**config.mk**
```make
export PLATFORM = sky130hd
export DESIGN_NAME = booth2_mul_arbiter
export DESIGN_NICKNAME = d
export VERILOG_FILES = /design/src/rtl/booth2_mul_arbiter.sv
export SDC_FILE = /design/constraint.sdc
export NUM_CORES = 1
export LEC_CHECK = 0
export ABC_CLOCK_PERIOD_IN_PS = 3000
export BUFFER_PORTS_ARGS = -buffer_cell sky130_fd_sc_hd__buf_2
export CELL_PAD_IN_SITES_DETAIL_PLACEMENT = 0
export CELL_PAD_IN_SITES_GLOBAL_PLACEMENT = 1
export CORE_AREA = 4 4 78 80
export DETAILED_ROUTE_END_ITERATION = 10
export DIE_AREA = 0 0 82 84
export GPL_TIMING_DRIVEN = 0
export PLACE_DENSITY = 0.88
export SYNTH_ARGS = -nofsm -noshare
export SYNTH_HDL_FRONTEND = slang
export SYNTH_HIERARCHICAL = 1
export SYNTH_SLANG_ARGS = --single-unit
```
**constraint.sdc**
```tcl
create_clock -name clk -period 3 [get_ports clk]
set_input_delay 0.15 -clock clk [delete_from_list [all_inputs] [get_ports clk]]
set_output_delay 0.15 -clock clk [all_outputs]
set_load 0.03 [all_outputs]
```
**src/rtl/booth2_mul_arbiter.sv**
```systemverilog
// Round-robin arbiter sharing one iterative radix-4 Booth signed multiplier between NREQ requesters.
// Optional BOOTH_ZERO_SKIP_EN: zero operands skip the iteration phase and return 0 directly.

module booth2_pp #(
  parameter int W2 = 8
) (
  input  logic [2:0]    trip,
  input  logic [W2-1:0] xs,
  output logic [W2-1:0] pp
);
  always_comb begin
    pp = '0;
    case (trip)
      3'b001, 3'b010: pp = xs;
      3'b011:         pp = xs << 1;
      3'b100:         pp = -(xs << 1);
      3'b101, 3'b110: pp = -xs;
      default:        pp = '0;
    endcase
  end
endmodule

module booth2_mul_arbiter #(
  parameter int WIDTH = 4,
  parameter int NREQ  = 2,
  localparam int IDW  = (NREQ > 1) ? $clog2(NREQ) : 1
) (
  input  logic                    clk,
  input  logic                    rst,
  input  logic [NREQ-1:0]         req_valid,
  input  logic [NREQ*WIDTH-1:0]   req_x,
  input  logic [NREQ*WIDTH-1:0]   req_multiplier,
  output logic [NREQ-1:0]         req_ready,
  output logic                    res_valid,
  input  logic                    res_ready,
  output logic [2*WIDTH-1:0]      result,
  output logic [IDW-1:0]          res_id,
  output logic                    busy
);
  localparam int PW   = 2 * WIDTH;
  localparam int ITER = WIDTH / 2;
  localparam int KW   = (ITER > 1) ? $clog2(ITER) : 1;

  localparam logic [1:0] S_IDLE = 2'd0;
  localparam logic [1:0] S_BUSY = 2'd1;
  localparam logic [1:0] S_DONE = 2'd2;

  logic [1:0]                   state;
  logic [IDW-1:0]               ptr, cur_id, gnt_id;
  logic                         gnt_found, zero_op;
  logic [NREQ-1:0]              gnt_oh;
  logic [NREQ-1:0][WIDTH-1:0]   x_lane, m_lane;
  logic [PW-1:0]                xs, acc, pp;
  logic [WIDTH:0]               msh;
  logic [KW-1:0]                k;

  assign x_lane = req_x;
  assign m_lane = req_multiplier;

  // Scan from ptr upward, wrapping; first asserted request wins.
  always_comb begin
    int j;
    j         = 0;
    gnt_found = 1'b0;
    gnt_id    = '0;
    gnt_oh    = '0;
    for (int i = 0; i < NREQ; i++) begin
      j = int'(ptr) + i;
      if (j >= NREQ) j = j - NREQ;
      if (!gnt_found && req_valid[IDW'(j)]) begin
        gnt_found = 1'b1;
        gnt_id    = IDW'(j);
      end
    end
    if (gnt_found) gnt_oh[gnt_id] = 1'b1;
  end

`ifdef BOOTH_ZERO_SKIP_EN
  assign zero_op = (x_lane[gnt_id] == '0) || (m_lane[gnt_id] == '0);
`else
  assign zero_op = 1'b0;
`endif

  assign req_ready = (state == S_IDLE && !rst) ? gnt_oh : '0;
  assign res_valid = (state == S_DONE);
  assign busy      = (state != S_IDLE);

  // msh carries the implicit m[-1]=0 in bit 0, so bits [2:0] are always the current triplet.
  booth2_pp #(.W2(PW)) u_pp (
    .trip (msh[2:0]),
    .xs   (xs),
    .pp   (pp)
  );

  always_ff @(posedge clk) begin
    if (rst) begin
      state  <= S_IDLE;
      ptr    <= '0;
      cur_id <= '0;
      res_id <= '0;
      result <= '0;
      acc    <= '0;
      xs     <= '0;
      msh    <= '0;
      k      <= '0;
    end else begin
      case (state)
        S_IDLE: begin
          if (gnt_found) begin
            cur_id <= gnt_id;
            ptr    <= (gnt_id == IDW'(NREQ - 1)) ? '0 : gnt_id + IDW'(1);
            xs     <= {{WIDTH{x_lane[gnt_id][WIDTH-1]}}, x_lane[gnt_id]};
            msh    <= {m_lane[gnt_id], 1'b0};
            acc    <= '0;
            k      <= '0;
            if (zero_op) begin
              result <= '0;
              res_id <= gnt_id;
              state  <= S_DONE;
            end else begin
              state  <= S_BUSY;
            end
          end
        end
        S_BUSY: begin
          acc <= acc + pp;
          xs  <= xs << 2;
          msh <= msh >> 2;
          k   <= k + KW'(1);
          if (k == KW'(ITER - 1)) begin
            result <= acc + pp;
            res_id <= cur_id;
            state  <= S_DONE;
          end
        end
        S_DONE: begin
          if (res_ready) state <= S_IDLE;
        end
        default: state <= S_IDLE;
      endcase
    end
  end
endmodule

```
**Word level (Yosys, flattened, before mapping)**

Index checks and enable logic that the tools add are counted.

- Equality and inequality tests: 11
- Magnitude comparators: 6
- Add/sub/neg operators: 8
- Reduce and logical (&&, ||, !) cells: 14
- Multiplexer cells: 32

Operators with widths:

| operator | count |
|---|---|
| case mux 8 bit (2 select lines) | 2 |
| case mux 8 bit (4 select lines) | 1 |
| two-way mux 4 bit | 4 |
| two-way mux 8 bit | 2 |
| negator 8 bit | 2 |
| two-way mux 1 bit | 13 |
| two-way mux 2 bit | 5 |
| case mux 5 bit (2 select lines) | 1 |
| equality test 3 bit (second input constant) | 3 |
| adder 8 bit | 1 |
| equality test 3 x 2 -> 1 bit (second input constant) | 2 |
| less-than comparator 1 x 3 -> 1 bit (second input constant) | 2 |
| case mux 2 bit (3 select lines) | 1 |
| AND reduction 2 bit | 3 |
| two-way mux 5 bit | 1 |
| inequality test 2 bit (second input constant) | 2 |
| nonzero test 2 bit | 2 |
| OR reduction 2 bit | 2 |
| equality test 3 x 1 -> 1 bit (second input constant) | 1 |
| logical AND 1 bit | 3 |
| AND reduction 3 bit | 1 |
| adder 1 bit (second input constant) | 2 |
| adder 1 x 1 -> 2 bit (second input constant) | 1 |
| equality test 2 x 1 -> 1 bit (second input constant) | 1 |
| 11 further kinds | 13 |

- Output and inout port bits: 13
- Register bits: 35

**Longest topological paths before layout**

Gate-level depths: netlist of run 1.

- Depth after elaboration: 15
- Gate-level depth with buffers: 12

**Cells and area by module**

The synthesis of run 1 kept the hierarchy.

Modules (own cells, without submodules):

| module | cells an instance | area each (sq um) | sequential area each (sq um) | times used |
|---|---|---|---|---|
| booth2_mul_arbiter | 204 | 1684.1 | 700.7 | 1 |
| booth2_pp | 73 | 459.2 | 0.0 | 1 |

**Worst setup path before layout of run 1**

Ideal clock, no wire load.

- Path type: reg2reg
- Start point: register xs[1]
- End point: register result[7]
- Period minus slack after synthesis: 2.640 ns
- Arrival: 2.525 ns
- Setup slack: 0.360 ns
- Cell stages (with the launch flop): 13
- Path through: dfxtp_1 inv_1 ha_1 nor3b_1 nor3_1 o22ai_1 nand3_1 ha_1 nand2_2 o311ai_4 mux2i_1 nand4_1 and3_1

- Longest elaborated chain between the ends: 3
- Elaborated cells between the ends (all ways): 4
- Those cells by class: add/sub: 3; mux: 1

RTL lines:

| item | RTL line | source |
|---|---|---|
| start: declaration | 53 | `logic [PW-1:0] xs, acc, pp;` |
| start signal: assignment | 112 | `xs <= {{WIDTH{x_lane[gnt_id][WIDTH-1]}}, x_lane[gnt_id]};` |
| start signal: assignment | 127 | `xs <= xs << 2;` |
| negator 8 bit, on equally long branches | 17, 16 |  |
| case mux 8 bit (4 select lines) * | 13 | `case (trip)` |
| net pp[4] | 53 |  |
| adder 8 bit * | 131 | `result <= acc + pp;` |
| end signal: assignment | 131 |  |
| end: declaration | 36 | `output logic [2*WIDTH-1:0] result,` |

Mark *: on every way through the listed nets, which the timed path passes. The rest lies on a longest branch.
A chain may end at the register's enable or synchronous reset.

**Worst setup path in the final report of run 1**

Ends and elaborated chain as after synthesis.

==> results of run 1 <==
## routing by layer
metal / up-vias / GRT usage, % / wire (um)
met5: - / 0 / 0
met4: 0 / 4.53 / 65
met3: 7 / 2.92 / 316
met2: 60 / 25.4 / 2430
met1: 951 / 22.5 / 2520
li1: 1065 / - / -
## sequential cells by signal (all words and copies together) (netlist names)
register and count:
cur_id 1, msh 5, xs 8, res_id 1, acc 8, result 8
k 1, state 2, ptr 1
## what timing repair did
action                     CTS  global route
setup endpoints to repair    2             4
gates resized for setup      1            14
pin swaps                    0             5
setup buffers                0             0
## worst paths after layout
path / startpoint / end / slack [ns]
hold / removal: res_ready / state[1] / 0.12
setup / recovery: xs[1] / result[7] / 0.19
hold reg to reg: res_id / res_id / 0.45
setup reg to reg: xs[1] / result[7] / 0.19
## layout make-up
class                           instances  area share, %
Inverter                                8           1.20
Buffer                                 17           3.10
Tap cell                               72           3.59
Clock buffer                            6           2.90
Clock inverter                          2          0.499
Sequential cell                        35           28.3
Multi-Input combinational cell        216           54.1
Timing Repair Buffer                   32           6.39
## stage by stage
stage               setup TNS [ns]  util (%)  setup WS, ns  cells  area [um^2]
floorplan                        0         -         0.360    277         2140
global placement           -0.0173      44.3       -0.0173    381         2390
detailed placement          -0.195      44.3        -0.112    381         2390
CTS                              0      45.9        0.0126    389         2480
global route               -0.0163      46.4       -0.0163    388         2510
finish                           0      46.4         0.193    388         2510
## cells by family (layout without fill, tap and decap cells)
kind of cell | Yosys count | count (layout)
adder cells (fa/ha/maj) | 9 | 9
flip-flops | 35 | 35
multiplexers | 5 | 5
AND/OR/NAND/NOR | 114 | 114
AO/OA/AOI/OAI | 75 | 75
buffers and inverters | 26 | 65
XOR/XNOR | 13 | 13
## placed cells by master, fill, tap and decap left out, drive strengths merged, types with 4 or more instances in the layout
master and n:
nand3 17, nand2b 4, nand2 40, mux2i 4, nor2b 4, xnor2 6, a221oi 4, inv 8
o22ai 6, xor2 7, o21ai 8, a21oi 25, o221ai 4, dfxtp 35, buf 35, a31oi 8
ha 8, nor3 6, clkbuf 20, nor2 27
## worst max-delay path, delay by kind of cell (launching register included)
kind / cells / cell delay [ns]
simple gates: 4 / 0.76
compound gates: 3 / 0.72
fa+ha+maj: 2 / 0.51
flops: 1 / 0.37
mux: 2 / 0.27
buf+inv: 1 / 0.09
## power groups by stage
stage	sequential, mW	clock, mW	combinational, mW
floorplan	0.524	0	0.226
global placement	0.527	0	0.298
detailed placement	0.528	0	0.301
CTS	0.517	0.348	0.304
global route	0.522	0.370	0.342
finish	0.518	0.342	0.307
==> flow_summary.yaml, run 1 <==
pwr:
  power_frac_seq_pct: 44.4
  clkPwrFrac_pct: 29.3
  ir_drop_v: 0.000236
  sw_frac_of_total_pct: 33.9
  power_density_nw_per_um2: 466
  combPwrFrac_pct: 26.3
  fin_total_pwr_mw: 1.17
  p_int_mw: 0.771
  p_switching_mw: 0.396
  leakage_nw: 1.04
logic_synthesis:
  async_flop_share_pct: 0
  ys_warn_count: 6
  synth.area.mux_share_pct: 2.39
  synthSimpleGateAreaFrac_pct: 24.8
  synth_top_family_by_area: "simple AND/OR/NAND/NOR gates"
  ys_seq_area_share_pct: 32.7
  synth_nets: 307
  synth_area_um2: 2140
  synth_top_area_cell: "dfxtp_1"
  synth_cells: 277
  synth-compound-area-share_pct: 24.3
  synth_most_common_cell: "nand2_1"
  synth_xor_area_share_pct: 5.31
  synth.top_cells.by_area: "dfxtp_1, nand2_1, a21oi_1"
  synth_top_area_share_pct: 32.7
  synth_ff_type: "dfxtp_1"
  syn_avg_cell_area_um2: 7.74
  synth_commonest_cells: "nand2_1, dfxtp_1, nor2_1, a21oi_1, nand3_1"
  synth-edff-count: 0
  ys_types: 48
  synth_seq_cells: 35
  synthAdderAreaFrac_pct: 5.60
critical_path:
  worstSetupPathType: "register to register"
  worstPathCellList: "inv_1 -> ha_2 -> nor3b_2 -> nand2_1 -> mux2i_1 -> o22ai_1 -> ha_1 -> a21o_1 -> nor2_1 -> mux2i_2 -> a211o_1 -> and3_1"
  worstPathRequired_ns: 3.19
  worstPathMaxFanout: 5
  cp_slowest_cell: "dfxtp_4"
  crit_path_max_incr_delay_ns: 0.37
  reg2reg_depth: 12
  cp-start-kind: "register"
  critPathCaptureType: "register"
  worst_ep_arrival_time_ns: 2.99
drt:
  drtIter0Drc: 89
  vias_per_cell: 5.37
  vias: 2083
  drc: 0
  antenna_left: 0
  detail_route.first_pass.iterations: 4
  wl_um: 5330
  wl_per_cell_um: 13.7
layout:
  final_nets: 345
  layout-area-overhead-vs-synth_pct: 16.9
  final.fill_count: 566
  drive_above_1_share_pct: 18.7
  diodes: 0
  multiInputGateArea_um2: 1360
  regArea_um2: 708
hold_path:
  holdCritPathClass: "primary input to register"
  min_path_cells: 3
timing:
  clock_skew_ns: 0.00657
  whs_ns: 0.116
  worst-slew-pin-transition_ns: 0.617
  finalCritPeriodShare_pct: 93.6
  slew_viol_final: 0
  hold_viol: 0
  min_period_ns: 2.81
  setup_violations: 0
  relSlewSlack_pct: 58.7
  fmax_ghz: 0.356
clocking:
  clock_path_buffers: 2
  numCtsBuffers: 5
  cts.sinks: 35
  ctsHoldBuffers: 0
  insertion_delay_ns: 0.29
  clock-root-buffer: "clkbuf_8"
  clkTransAtPathRegs_ns: 0.07
  htreeDepth: 2
  cts_tree: "yes"
place:
  portBuffers: 32
  dp_hpwl_um: 3950
  place_congestion: 0.820
global_route:
  grt_antenna_before_repair: 0
  grt.total_usage_pct: 16.2
  grt_first_pass_wirelength_um: 8920
  overflow: 0
  grt_pass1_vias: 1892
  grt_max_degree: 12
floorplanning:
  pin_count: 34
  fp.dieW_um: 82
  start_util_pct: 39.7
  die_area_um2: 6890
  core_um2: 5410
  core.rowCount: 27
  die_h_um: 84
outcome:
  outcome: "finished clean"
job:
  max_cap_violations: 0
Note: power is estimated with default switching activity, not from simulation.
==> inputs of run 2 (changes only) <==
--- a/config.mk
+++ b/config.mk
@@ -7,13 +7,15 @@
 export LEC_CHECK = 0
 export ABC_CLOCK_PERIOD_IN_PS = 3000
 export BUFFER_PORTS_ARGS = -buffer_cell sky130_fd_sc_hd__buf_2
+export CAP_MARGIN = 20
 export CELL_PAD_IN_SITES_DETAIL_PLACEMENT = 0
 export CELL_PAD_IN_SITES_GLOBAL_PLACEMENT = 1
-export CORE_AREA = 4 4 78 80
+export CORE_AREA = 4 4 84 86
+export CTS_BUF_LIST = sky130_fd_sc_hd__clkbuf_8
 export DETAILED_ROUTE_END_ITERATION = 10
-export DIE_AREA = 0 0 82 84
+export DIE_AREA = 0 0 88 90
 export GPL_TIMING_DRIVEN = 0
-export PLACE_DENSITY = 0.88
+export PLACE_DENSITY = 0.78
 export SYNTH_ARGS = -nofsm -noshare
 export SYNTH_HDL_FRONTEND = slang
 export SYNTH_HIERARCHICAL = 1
==> flow_summary.yaml, run 2 (same netlist as run 1, synthesis figures left out) <==
layout:
  layout.cells.non_filler: 396
  final_nets: 348
  drive_above_1_share_pct: 19.4
  layout-area-overhead-vs-synth_pct: 18.7
  final.fill_count: 678
  final_cell_mix: "nand2_1, buf_2, dfxtp_1"
  final_common_cell: "nand2_1"
  diodes: 0
  reg_top3: "acc (8), result (8), xs (8)"
drt:
  antenna_left: 0
  vias_per_cell: 5.21
  detail_route.first_pass.iterations: 4
  wl_per_cell_um: 14.0
  drtIter0Drc: 155
  wl_um: 5560
  vias: 2062
  drc: 0
clocking:
  clock_path_buffers: 2
  numCtsBuffers: 5
  htreeDepth: 2
  clock-root-buffer: "clkbuf_8"
  insertion_delay_ns: 0.30
  cts.sinks: 35
  clkTransAtPathRegs_ns: 0.07
  cts_tree: "yes"
  ctsHoldBuffers: 0
pwr:
  leakage_nw: 1.06
  ir_drop_v: 0.000267
  power_density_nw_per_um2: 464
critical_path:
  worstPathMaxFanout: 7
  worstPathRequired_ns: 3.19
  worstSetupPathType: "register to register"
  worst_ep_arrival_time_ns: 3.05
  critPathCaptureType: "register"
  reg2reg_slack_ns: 0.14
  cp-start-kind: "register"
place:
  dp_slack_ns: -0.0997
  placed_cells: 386
  place_congestion: 0.829
  dp_hpwl_um: 4080
  portBuffers: 32
timing:
  relSlewSlack_pct: 58.1
  slew_viol_final: 0
  whs_ns: 0.110
  fmax_ghz: 0.350
  clock_skew_ns: 0.00728
  worst-slew-pin-transition_ns: 0.626
  finalCritPeriodShare_pct: 95.3
  setup_violations: 0
  min_period_ns: 2.86
  postLayoutSetupSlackWorst_ns: 0.140
  hold_viol: 0
global_route:
  grt_antenna_before_repair: 0
  grt_pass1_vias: 1980
  overflow: 0
  grt_first_pass_wirelength_um: 9420
  grt_max_degree: 12
  grt.total_usage_pct: 14.7
floorplanning:
  die_h_um: 90
  core_um2: 6280
  core.rowCount: 29
  fp.dieW_um: 88
  start_util_pct: 34.1
  die_area_um2: 7920
  pin_count: 34
hold_path:
  holdCritPathClass: "primary input to register"
outcome:
  outcome: "finished clean"
job:
  max_cap_violations: 0
## run 2: critical path, cell delays in order, from the launching register on
cell and delay [ns]:
dfxtp_4 0.39, inv_1 0.06, ha_1 0.23, nand2b_1 0.16, xnor2_1 0.13, a221oi_1 0.25, a21oi_1 0.09, ha_1 0.34
nor2_1 0.08, o311ai_4 0.35, mux2i_2 0.36, nand4_1 0.12, and3_1 0.20
## run 2: final cells by class
cell class / count / area (um^2) / area share (%)
multi-input cells: 216 / 1360 / 53.6
well taps: 77 / 96.3 / 3.79
inverters: 8 / 30.0 / 1.18
clock buffers: 5 / 68.8 / 2.71
flip-flops and latches: 35 / 708 / 27.8
plain buffers: 17 / 77.6 / 3.05
repair buffers: 35 / 183 / 7.18
clock inverters: 3 / 16.3 / 0.639
## run 2: report_power, final
group | switching, mW | internal, mW | total, mW
clock network | 0.183 | 0.159 | 0.342
registers | 0.0292 | 0.489 | 0.519
logic | 0.192 | 0.127 | 0.319
total | 0.404 | 0.776 | 1.18
## run 2: layer usage
metal | vias up | GRT usage [%] | routed length, um
met1 | 937 | 20.3 | 2730
met4 | 0 | 3.84 | 46
met3 | 5 | 2.74 | 212
met5 | - | 0 | 0
met2 | 47 | 23.2 | 2570
li1 | 1073 | - | -
## run 2: repair_timing
| item | in CTS | in global routing |
|---|---|---|
| gates resized for setup | 4 | 11 |
| setup buffers | 0 | 3 |
| pin swaps | 0 | 2 |
| endpoints found under the setup margin | 2 | 4 |
## run 2: worst paths after layout
check / startpoint / to / cells after the start
max: xs[0] / result[7] / 12
min: res_ready / state[1] / 3
max reg2reg: xs[0] / result[7] / 12
min reg2reg: result[5] / result[5] / 2
## run 2: through the flow
| stage | instance area, um^2 | utilization, % | total power [mW] | TNS, ns |
|---|---|---|---|---|
| 2_1_floorplan | 2140 | - | 0.750 | 0 |
| 3_3_place_gp | 2400 | 38.2 | 0.827 | -0.0475 |
| 3_5_place_dp | 2400 | 38.2 | 0.830 | -0.162 |
| 4_1_cts | 2500 | 39.8 | 1.17 | 0 |
| 5_1_grt | 2540 | 40.5 | 1.25 | -0.00565 |
| 6_report | 2540 | 40.5 | 1.18 | 0 |
